`src/rtl/mips_pkg.sv`:
```
// Shared MIPS datapath widths plus the writeback arbiter's entry/source types.
package mips_pkg;

   localparam int REG_ADDR_W           = 5;
   localparam int DATA_32_W            = 32;
   localparam int WB_LU_FIFO_DEPTH_DEF = 4;

   typedef struct packed {
      logic [REG_ADDR_W-1:0] addr;
      logic [DATA_32_W-1:0]  data;
   } wb_entry_t;

   typedef enum logic {
      WB_SRC_PIPE = 1'b0,
      WB_SRC_LU   = 1'b1
   } wb_src_t;

endpackage

```
`src/rtl/wb_fifo.sv`:
```
// Synchronous FIFO of writeback entries; head is read straight from storage so a
// pop can feed the output register in the same cycle.
module wb_fifo
   import mips_pkg::*;
#(
   parameter int DEPTH = WB_LU_FIFO_DEPTH_DEF,
   localparam int PW   = $clog2(DEPTH),
   localparam int CW   = PW + 1
) (
   input  logic          clk,
   input  logic          rst,
   input  logic          push,
   input  wb_entry_t     push_data,
   input  logic          pop,
   output wb_entry_t     head,
   output logic          full,
   output logic          empty,
   output logic [CW-1:0] count
);

   wb_entry_t         mem_reg [DEPTH];
   logic [PW-1:0]     wr_ptr_reg, rd_ptr_reg;
   logic [CW-1:0]     count_reg, count_next;
   logic              push_ok, pop_ok;

   assign full    = (count_reg == CW'(DEPTH));
   assign empty   = (count_reg == '0);
   assign count   = count_reg;
   assign head    = mem_reg[rd_ptr_reg];
   assign push_ok = push && !full;
   assign pop_ok  = pop && !empty;

   always_comb begin
      count_next = count_reg;
      if (push_ok && !pop_ok)
         count_next = count_reg + CW'(1);
      else if (pop_ok && !push_ok)
         count_next = count_reg - CW'(1);
   end

   // Storage carries no reset; only the pointers and count define validity.
   always_ff @(posedge clk) begin
      if (push_ok)
         mem_reg[wr_ptr_reg] <= push_data;
   end

   always_ff @(posedge clk) begin
      if (rst) begin
         wr_ptr_reg <= '0;
         rd_ptr_reg <= '0;
         count_reg  <= '0;
      end else begin
         if (push_ok)
            wr_ptr_reg <= wr_ptr_reg + PW'(1);
         if (pop_ok)
            rd_ptr_reg <= rd_ptr_reg + PW'(1);
         count_reg <= count_next;
      end
   end

endmodule

```
`src/rtl/wb_arbiter.sv`:
```
// Register-bank writeback arbiter: pipeline writes win, long-latency results queue
// in a FIFO, and a pending scoreboard feeds decode stalls. Option: WB_ZERO_REG_DROP_EN.
module wb_arbiter
   import mips_pkg::*;
#(
   parameter int LU_FIFO_DEPTH = WB_LU_FIFO_DEPTH_DEF
) (
   input  logic                  clk,
   input  logic                  rst,
   input  logic                  pipe_we,
   input  logic [REG_ADDR_W-1:0] pipe_waddr,
   input  logic [DATA_32_W-1:0]  pipe_wdata,
   input  logic                  lu_valid,
   output logic                  lu_ready,
   input  logic [REG_ADDR_W-1:0] lu_waddr,
   input  logic [DATA_32_W-1:0]  lu_wdata,
   input  logic                  issue_valid,
   input  logic [REG_ADDR_W-1:0] issue_waddr,
   input  logic [REG_ADDR_W-1:0] rd_addr1,
   input  logic [REG_ADDR_W-1:0] rd_addr2,
   output logic                  rd_busy1,
   output logic                  rd_busy2,
   output logic                  RegWrite,
   output logic [REG_ADDR_W-1:0] WriteReg,
   output logic [DATA_32_W-1:0]  WriteData
);

   localparam int NREGS = 2 ** REG_ADDR_W;
   localparam int CW    = $clog2(LU_FIFO_DEPTH) + 1;
`ifdef WB_ZERO_REG_DROP_EN
   localparam bit ZERO_DROP = 1'b1;
`else
   localparam bit ZERO_DROP = 1'b0;
`endif

   wb_entry_t             fifo_head;
   logic                  fifo_full, fifo_empty, fifo_push, fifo_pop;
   logic [CW-1:0]         fifo_count;

   logic                  regwrite_reg, regwrite_next;
   logic [REG_ADDR_W-1:0] writereg_reg, writereg_next;
   logic [DATA_32_W-1:0]  writedata_reg, writedata_next;
   wb_src_t               src_reg, src_next;
   logic [NREGS-1:0]      pend_reg, set_vec, clr_vec;

   assign lu_ready  = !rst && (fifo_count < CW'(LU_FIFO_DEPTH));
   assign fifo_push = lu_valid && lu_ready && !fifo_full;

   wb_fifo #(.DEPTH(LU_FIFO_DEPTH)) u_fifo (
      .clk       (clk),
      .rst       (rst),
      .push      (fifo_push),
      .push_data ('{addr: lu_waddr, data: lu_wdata}),
      .pop       (fifo_pop),
      .head      (fifo_head),
      .full      (fifo_full),
      .empty     (fifo_empty),
      .count     (fifo_count)
   );

   // Dropped register-0 writes still consume their slot but leave the bank untouched.
   always_comb begin
      regwrite_next  = 1'b0;
      writereg_next  = writereg_reg;
      writedata_next = writedata_reg;
      src_next       = src_reg;
      fifo_pop       = 1'b0;
      if (pipe_we) begin
         if (!(ZERO_DROP && pipe_waddr == '0)) begin
            regwrite_next  = 1'b1;
            writereg_next  = pipe_waddr;
            writedata_next = pipe_wdata;
            src_next       = WB_SRC_PIPE;
         end
      end else if (!fifo_empty) begin
         fifo_pop = 1'b1;
         if (!(ZERO_DROP && fifo_head.addr == '0)) begin
            regwrite_next  = 1'b1;
            writereg_next  = fifo_head.addr;
            writedata_next = fifo_head.data;
            src_next       = WB_SRC_LU;
         end
      end
   end

   always_ff @(posedge clk) begin
      if (rst) begin
         regwrite_reg  <= 1'b0;
         writereg_reg  <= '0;
         writedata_reg <= '0;
         src_reg       <= WB_SRC_PIPE;
      end else begin
         regwrite_reg  <= regwrite_next;
         writereg_reg  <= writereg_next;
         writedata_reg <= writedata_next;
         src_reg       <= src_next;
      end
   end

   // A bit clears on the edge the bank absorbs the LU write; a same-edge issue re-sets it.
   genvar gi;
   generate
      for (gi = 0; gi < NREGS; gi++) begin : g_pend
         assign set_vec[gi] = !(ZERO_DROP && gi == 0) && issue_valid
                              && (issue_waddr == REG_ADDR_W'(gi));
         assign clr_vec[gi] = regwrite_reg && (src_reg == WB_SRC_LU)
                              && (writereg_reg == REG_ADDR_W'(gi));
      end
   endgenerate

   always_ff @(posedge clk) begin
      if (rst)
         pend_reg <= '0;
      else
         pend_reg <= (pend_reg & ~clr_vec) | set_vec;
   end

   assign rd_busy1  = pend_reg[rd_addr1];
   assign rd_busy2  = pend_reg[rd_addr2];
   assign RegWrite  = regwrite_reg;
   assign WriteReg  = writereg_reg;
   assign WriteData = writedata_reg;

endmodule

```
`config.mk`:
```
export PLATFORM = sky130hd
export DESIGN_NAME = wb_arbiter
export DESIGN_NICKNAME = d
export VERILOG_FILES = /design/src/rtl/mips_pkg.sv /design/src/rtl/wb_fifo.sv /design/src/rtl/wb_arbiter.sv
export SDC_FILE = /design/constraint.sdc
export NUM_CORES = 1
export LEC_CHECK = 0
export CAP_MARGIN = 40
export CORE_MARGIN = 3
export CORE_UTILIZATION = 55
export CTS_BUF_LIST = sky130_fd_sc_hd__clkbuf_16
export DETAILED_ROUTE_END_ITERATION = 12
export PLACE_DENSITY = 0.8
export SETUP_SLACK_MARGIN = 0.5
export SKIP_LAST_GASP = 1
export SYNTH_ARGS = -nofsm -noshare
export SYNTH_HDL_FRONTEND = slang
export SYNTH_SLANG_ARGS = --single-unit
```
`constraint.sdc`:
```
create_clock -name clk -period 3.02 [get_ports clk]
set_clock_uncertainty 0.2 [all_clocks]
set_input_delay 0.302 -clock clk [delete_from_list [all_inputs] [get_ports clk]]
set_output_delay 0.302 -clock clk [all_outputs]
set_load 0.005 [all_outputs]
```
# ---- Word-level counts from Yosys, hierarchy flattened
# Memory sizes are Yosys's and may differ from the RTL's. A register that Yosys moved wholly into a read port is not among the register bits.
# Cells that the tools add are included.
dict set report totals {
  out_inout_bits 41
  ramBits 148
  n_memories 1
  ff_bits 78
  input_bits 94
  wordCells 182
}
# memory depth word_bits read_ports rd_ports_with_merged_regs wr line_no
set memory_table {}
lappend memory_table {u_fifo.mem_reg 4 37 1 1 1 wb_fifo.sv:21} ;# wb_entry_t mem_reg [DEPTH];
dict set report classes {
  magnitude_cmp 3
  add_sub_neg 4
  bitwise_logic 3
  reduce_logical 82
  n_eq_ne 64
  n_mux 17
}
# cell count
set op_table {}
lappend op_table {{$eq A5 B5 Y1 const B} 32}
lappend op_table {{$eq A5 B4 Y1 const B} 16}
lappend op_table {{$logic_and A1 B1 Y1} 72}
lappend op_table {{$mux W32} 2}
lappend op_table {{$eq A5 B3 Y1 const B} 8}
lappend op_table {{$and A32 B32 Y32} 1}
lappend op_table {{$not A32 Y32} 1}
lappend op_table {{$or A32 B32 Y32} 1}
lappend op_table {{$eq A5 B2 Y1 const B} 4}
lappend op_table {{$lt A5 B6 Y1 const B} 2}
lappend op_table {{$bmux W1 S5} 2}
lappend op_table {{$eq A5 B1 Y1 const B} 2}
lappend op_table {{$logic_not A5 Y1} 2}
lappend op_table {{$mux W5} 2}
lappend op_table {{$mux W1} 7}
lappend op_table {{$mux W3} 2}
lappend op_table {{$logic_not A1 Y1} 5}
lappend op_table {{$add A2 B1 Y2 const B} 2}
lappend op_table {{$mux W2} 2}
lappend op_table {{$add A3 B1 Y3 const B} 1}
lappend op_table {{$eq A3 B3 Y1 const B} 1}
lappend op_table {{$logic_not A3 Y1} 1}
lappend op_table {{$lt A3 B3 Y1 const B} 1}
lappend op_table {{$sub A3 B1 Y3 const B} 1}
lappend op_table {{3 further kinds} 3}

# ---- Depth between registers and ports, before layout
dict set report depth {
  word_depth 9
  depth_mapped 10
  mapped_depth_nobuf 9
}

# ---- By module
# A second synthesis with hierarchy kept.
dict set report hier_totals {
  cells_unflattened 707
  hier_area_um2 9502.9
}
# module area_per_inst_um2 n_inst cells_each seq_area_each_um2
set by_module_without_submodules {}
lappend by_module_without_submodules {wb_fifo 5844.4 1 241 4624.4}
lappend by_module_without_submodules {wb_arbiter 3658.5 1 466 1421.4}

# ---- Worst setup path before layout
# OpenSTA, ideal clock, no wires.
dict set report synth_timing {
  path_kind {in2reg}
  start {input rst}
  end {register u_fifo.count_reg[2] (netlist: u_fifo.count[2])}
  setup_ps 70
  required_ps 2750
  n_path_buf 2
  setup_slack_ps 656
  arrival_time_ps 2094
  cell_stages 10
  path_cell_list {buf_2 > nor2_1 > and2_1 > buf_2 > ha_1 > inv_1 > fa_1 > xor2_1 > or3_1 > a21oi_1}
}
dict set report synth_via {
  elab_chain_len 8
  elab_cells_between_ends 10
  cone_classes {1 x mux; 9 x reduce/logical}
}
# element line_no
set synth_rtl {}
lappend synth_rtl {{start: declaration} wb_arbiter.sv:9} ;# input logic rst,
lappend synth_rtl {{$logic_not A1 Y1 *} wb_arbiter.sv:46} ;# assign lu_ready = !rst && (fifo_count < CW'(LU_FIFO_DEPTH));
lappend synth_rtl {{$logic_and A1 B1 Y1 *} wb_arbiter.sv:46}
lappend synth_rtl {{named net lu_ready} wb_arbiter.sv:14} ;# output logic lu_ready,
lappend synth_rtl {{$logic_and A1 B1 Y1 * (2 in a row)} wb_arbiter.sv:47} ;# assign fifo_push = lu_valid && lu_ready && !fifo_full;
lappend synth_rtl {{$logic_and A1 B1 Y1 *} wb_fifo.sv:30} ;# assign push_ok = push && !full;
lappend synth_rtl {{named net u_fifo.push_ok} wb_fifo.sv:24} ;# logic push_ok, pop_ok;
lappend synth_rtl {{$logic_not A1 Y1} wb_fifo.sv:37} ;# else if (pop_ok && !push_ok)
lappend synth_rtl {{$logic_and A1 B1 Y1} wb_fifo.sv:37}
lappend synth_rtl {{$reduce_bool A2 Y1 (no line)} --}
lappend synth_rtl {{end signal: assignment} wb_fifo.sv:57} ;# count_reg <= count_next;
lappend synth_rtl {{end: declaration} wb_fifo.sv:23} ;# logic [CW-1:0] count_reg, count_next;
# Mark *: on every way through the listed nets, which the timed path passes. The rest lies on a longest branch.
# A chain may end at the register's enable or synchronous reset.

# ---- Worst setup path in the final report
dict set report layout_timing {
  start {register u_fifo.count_reg[2] (netlist: u_fifo.count[2])}
  end {register u_fifo.count_reg[2] (netlist: u_fifo.count[2])}
}
dict set report layout_via {
  elab_chain_len 8
  elab_cells_between_ends 21
  cone_classes {2 x add/sub; 1 x order compare; 1 x eq/ne; 4 x mux; 13 x reduce/logical}
}
# element line_no
set layout_rtl {}
lappend layout_rtl {{$lt A3 B3 Y1} wb_arbiter.sv:46}
lappend layout_rtl {{$logic_and A1 B1 Y1} wb_arbiter.sv:46}
lappend layout_rtl {{$logic_and A1 B1 Y1 (2 in a row)} wb_arbiter.sv:47}
lappend layout_rtl {{$logic_and A1 B1 Y1} wb_fifo.sv:30}
lappend layout_rtl {{$logic_not A1 Y1} wb_fifo.sv:37}
lappend layout_rtl {{$logic_and A1 B1 Y1} wb_fifo.sv:37}
lappend layout_rtl {{$reduce_bool A2 Y1 (no line)} --}
# Parallel ways exist; a longest one is shown, timed or not. The select of a mux whose other input is x is not followed.

==> run_results.csv <==
group,metric,value,unit
outcome,outcome,"completed",
timing,finalCritPeriodShare,79.1,%
setup_path,r2r-end,"u_fifo.count[2]",
setup_path,critPathKind,"reg2reg",
placed_design,gp_congestion,0.882,
placed_design,io_buffers,134,
finish,area_delta_synth_final,27.4,%
routing,drtPass1Iterations,5,
timing,tightestPinTransition,755,ps
clocking,ctsHtreeMaxLevel,1,
setup_path,cpPeakStageDelay,390,ps
clocking,clk_latency,530,ps
routing,antenna_left,0,
setup_path,r2r_cells,9,
synth,synthArstFlopShare,0,%
global_routing,grt_pass1_wl,38000,microns
timing,rsz0062_at_grt,"no",
power,vdd.ir_drop.worst,0.579,mV
clocking,root_buffer,"clkbuf_16",
routing,remaining_drc_errors,0,
setup_path,r2r_setup_slack,630,ps
global_routing,antenna_found_initial,3,
setup_path,cp-start-kind,"flop",
finish,largest_register_ffs,148,
synth,synth_nets,806,
timing,worst_slack,631,ps
setup_path,crit_fanout,5,
finish,layout-drive-gt1-share,17.5,%
synth,ys_seq_area_share,62.6,%
timing,whs,138,ps
power,p_leak,4.41,nW
clocking,cts.sink_count,228,
global_routing,grt.overflow.total,0,
synth,synth_cells,706,
setup_path,crit_chain,"nor3_4, nor2_1, inv_1, ha_1, inv_1, fa_1, xor2_1, or3_1, a21oi_1",
setup_path,path_delay_family,"simple AND/OR/NAND/NOR gates",
floorplanning,io-pin-count,135,
routing,avgRoutedWirePerCell,22.1,microns
setup_path,crit_cells,9,
clocking,numCtsBuffers,24,
setup_path,worst-endpoint-required,3260,ps
placed_design,dp_hpwl,15300,microns
placed_design,placedInstanceArea,11200,sq um
timing,maxSlewViolCount,0,
global_routing,grt_max_degree,77,
floorplanning,die_h,138,microns
floorplanning,die_area,19200,sq um
setup_path,crit_path_end_kind,"flop",
synth,synthFlopType,"edfxtp_1",
synth,netlist_area,9650,sq um
routing,vias,6492,
synth,ys_ff_latch,228,
setup_path,critPathLaunch,"u_fifo.count[2]",
timing,setup_viol,0,
synth,synth_edf_count,148,
timing,setup_tns,0,ps
setup_path,crit_arrival,2630,ps
finish,layout.nets,949,
synth,ys_warn_count,0,
floorplanning,rows,47,
power,powerDensity,763,nW/um^2
timing,fmax,0.419,GHz
clocking,cts_tree,"built",
finish,final_area,12300,sq um
global_routing,grt_pass1_vias,7040,
synth,synth_cell_type_count,40,
global_routing,grt_usage,24.8,%
timing,fin_crit,2390,ps
routing,viasPerCell,5.97,
setup_path,endpoint,"u_fifo.count[2]",
setup_path,worstReg2RegStart,"u_fifo.count[2]",
setup_path,crit_buf_inv,2,
timing,hold_viol,0,
placed_design,pre_cts_slack,244,ps
routing,initialDrtViolationCount,528,
clocking,clk_path_buf_depth,3,
floorplanning,core_area,16900,sq um
job,maxCapViolations,0,
clocking,clk_pin_slew,60,ps
setup_path,crit_path_frequent_cell,"inv_1",
routing,wl,24000,microns
setup_path,critical_path.slowest_cell,"fa_1",
floorplanning,die_w,138,microns
floorplanning,start_util,57.2,%
synth,avgSynthCellArea,13.7,sq um
timing,slew-limit-headroom,49.5,%
hold_path,hp-class,"in2reg",
==> tightest hold or removal path: cells and delay by family <==
family	cells	cell delay, ps
buf+inv	2	380
simple gates	1	140
==> cell families after synthesis <==
kind of cell / after synthesis / share of synthesized area [%]
xor gates and xnor gates: 5 / 0.454
and+or+nand+nor: 154 / 7.06
muxes: 70 / 12.3
adders and majority gates: 6 / 0.855
buffers and inverters: 84 / 4.65
AOI/OAI and AO/OA: 159 / 12.0
DFF: 228 / 62.6
==> cells in the final DEF (no fill, tap or decap), drive strengths merged, types with 25 or more instances in the layout <==
| cell type | count |
|---|---|
| edfxtp | 148 |
| clkdlybuf4s50 | 124 |
| nand2 | 91 |
| dfxtp | 80 |
| a21oi | 76 |
| inv | 47 |
| mux4 | 37 |
| a221oi | 37 |
| mux2i | 33 |
| o21ai | 33 |
| clkbuf | 25 |
| buf | 25 |
==> metrics by stage <==
step | instances | power, mW | util, %
5_1_grt | 1088 | 9.78 | 72.9
3_3_place_gp | 1031 | 6.07 | 66.2
4_1_cts | 1086 | 9.44 | 72.7
3_5_place_dp | 1032 | 6.17 | 66.4
2_1_floorplan | 706 | 5.42 | -
6_report | 1088 | 9.38 | 72.9
==> timing repair <==
| action | CTS | global route |
|---|---|---|
| setup buffers | 7 | 0 |
| pin swaps | 1 | 0 |
| setup endpoints to repair | 3 | 2 |
| gates resized for setup | 28 | 6 |
| gates cloned | 2 | 0 |
| hold endpoints to repair | 1 | 0 |
| hold buffers | 1 | 0 |
==> cells in the mapped netlist (2+ instances only) <==
cell | n | share of area (%)
dfxtp_1 | 80 | 17
a21oi_1 | 76 | 3.9
buf_1 | 2 | 0.078
and2_1 | 3 | 0.19
a221oi_1 | 7 | 0.64
and3_1 | 5 | 0.32
nor2_1 | 21 | 0.82
ha_1 | 5 | 0.65
mux2i_1 | 33 | 3.4
buf_12 | 3 | 0.62
or3_1 | 2 | 0.13
mux4_1 | 7 | 1.9
xnor2_1 | 2 | 0.18
buf_2 | 10 | 0.52
nand2_1 | 91 | 3.5
a311o_1 | 2 | 0.21
nand2b_1 | 7 | 0.45
a221oi_2 | 30 | 4.7
buf_6 | 9 | 1.0
nor2b_1 | 7 | 0.45
a22oi_1 | 8 | 0.62
o21ai_0 | 33 | 1.7
edfxtp_1 | 148 | 46
nor3_1 | 3 | 0.16
mux4_2 | 30 | 7.0
nand3_1 | 8 | 0.41
xor2_1 | 3 | 0.27
a211oi_1 | 2 | 0.16
nand4b_1 | 2 | 0.18
inv_1 | 41 | 1.6
clkbuf_1 | 17 | 0.66
==> report_power, final <==
group,internal (mW),switching (mW),total [mW]
clock,1.99,1.22,3.20
combinational,1.09,1.24,2.33
sequential,3.60,0.241,3.85
total,6.69,2.70,9.38
==> routing by layer <==
metal | up-vias | track usage, % | share of wire [%]
li1 | 2936 | - | -
met1 | 3259 | 30.5 | 39
met2 | 240 | 43.7 | 52
met3 | 55 | 4.45 | 6.1
met4 | 2 | 9.83 | 3.1
met5 | - | 0 | 0.054
==> how the worst min path moves through the flow <==
stage                    from              endpoint  slack, ps  depth (start not counted)
2_1_floorplan     lu_wdata[0]  u_fifo.mem_reg[0][0]        200                          0
3_3_place_gp     pend_reg[20]          pend_reg[20]        290                          2
3_5_place_dp     pend_reg[31]          pend_reg[31]        300                          2
4_1_cts                   rst       u_fifo.count[0]        100                          3
5_1_grt        pipe_wdata[28]         WriteData[28]        150                          3
6_report                  rst       u_fifo.count[0]        140                          3
==> cell type report <==
class                           count  area (sq um)
Clock buffer                       24           601
Sequential cell                   228          6060
Timing Repair Buffer              160          1710
Antenna cell                        1          2.50
Tap cell                          220           275
Inverter                           41           154
Fill cell                        1015          4580
Clock inverter                     20           287
Multi-Input combinational cell    394          3220
(Power assumes the default switching activity.)
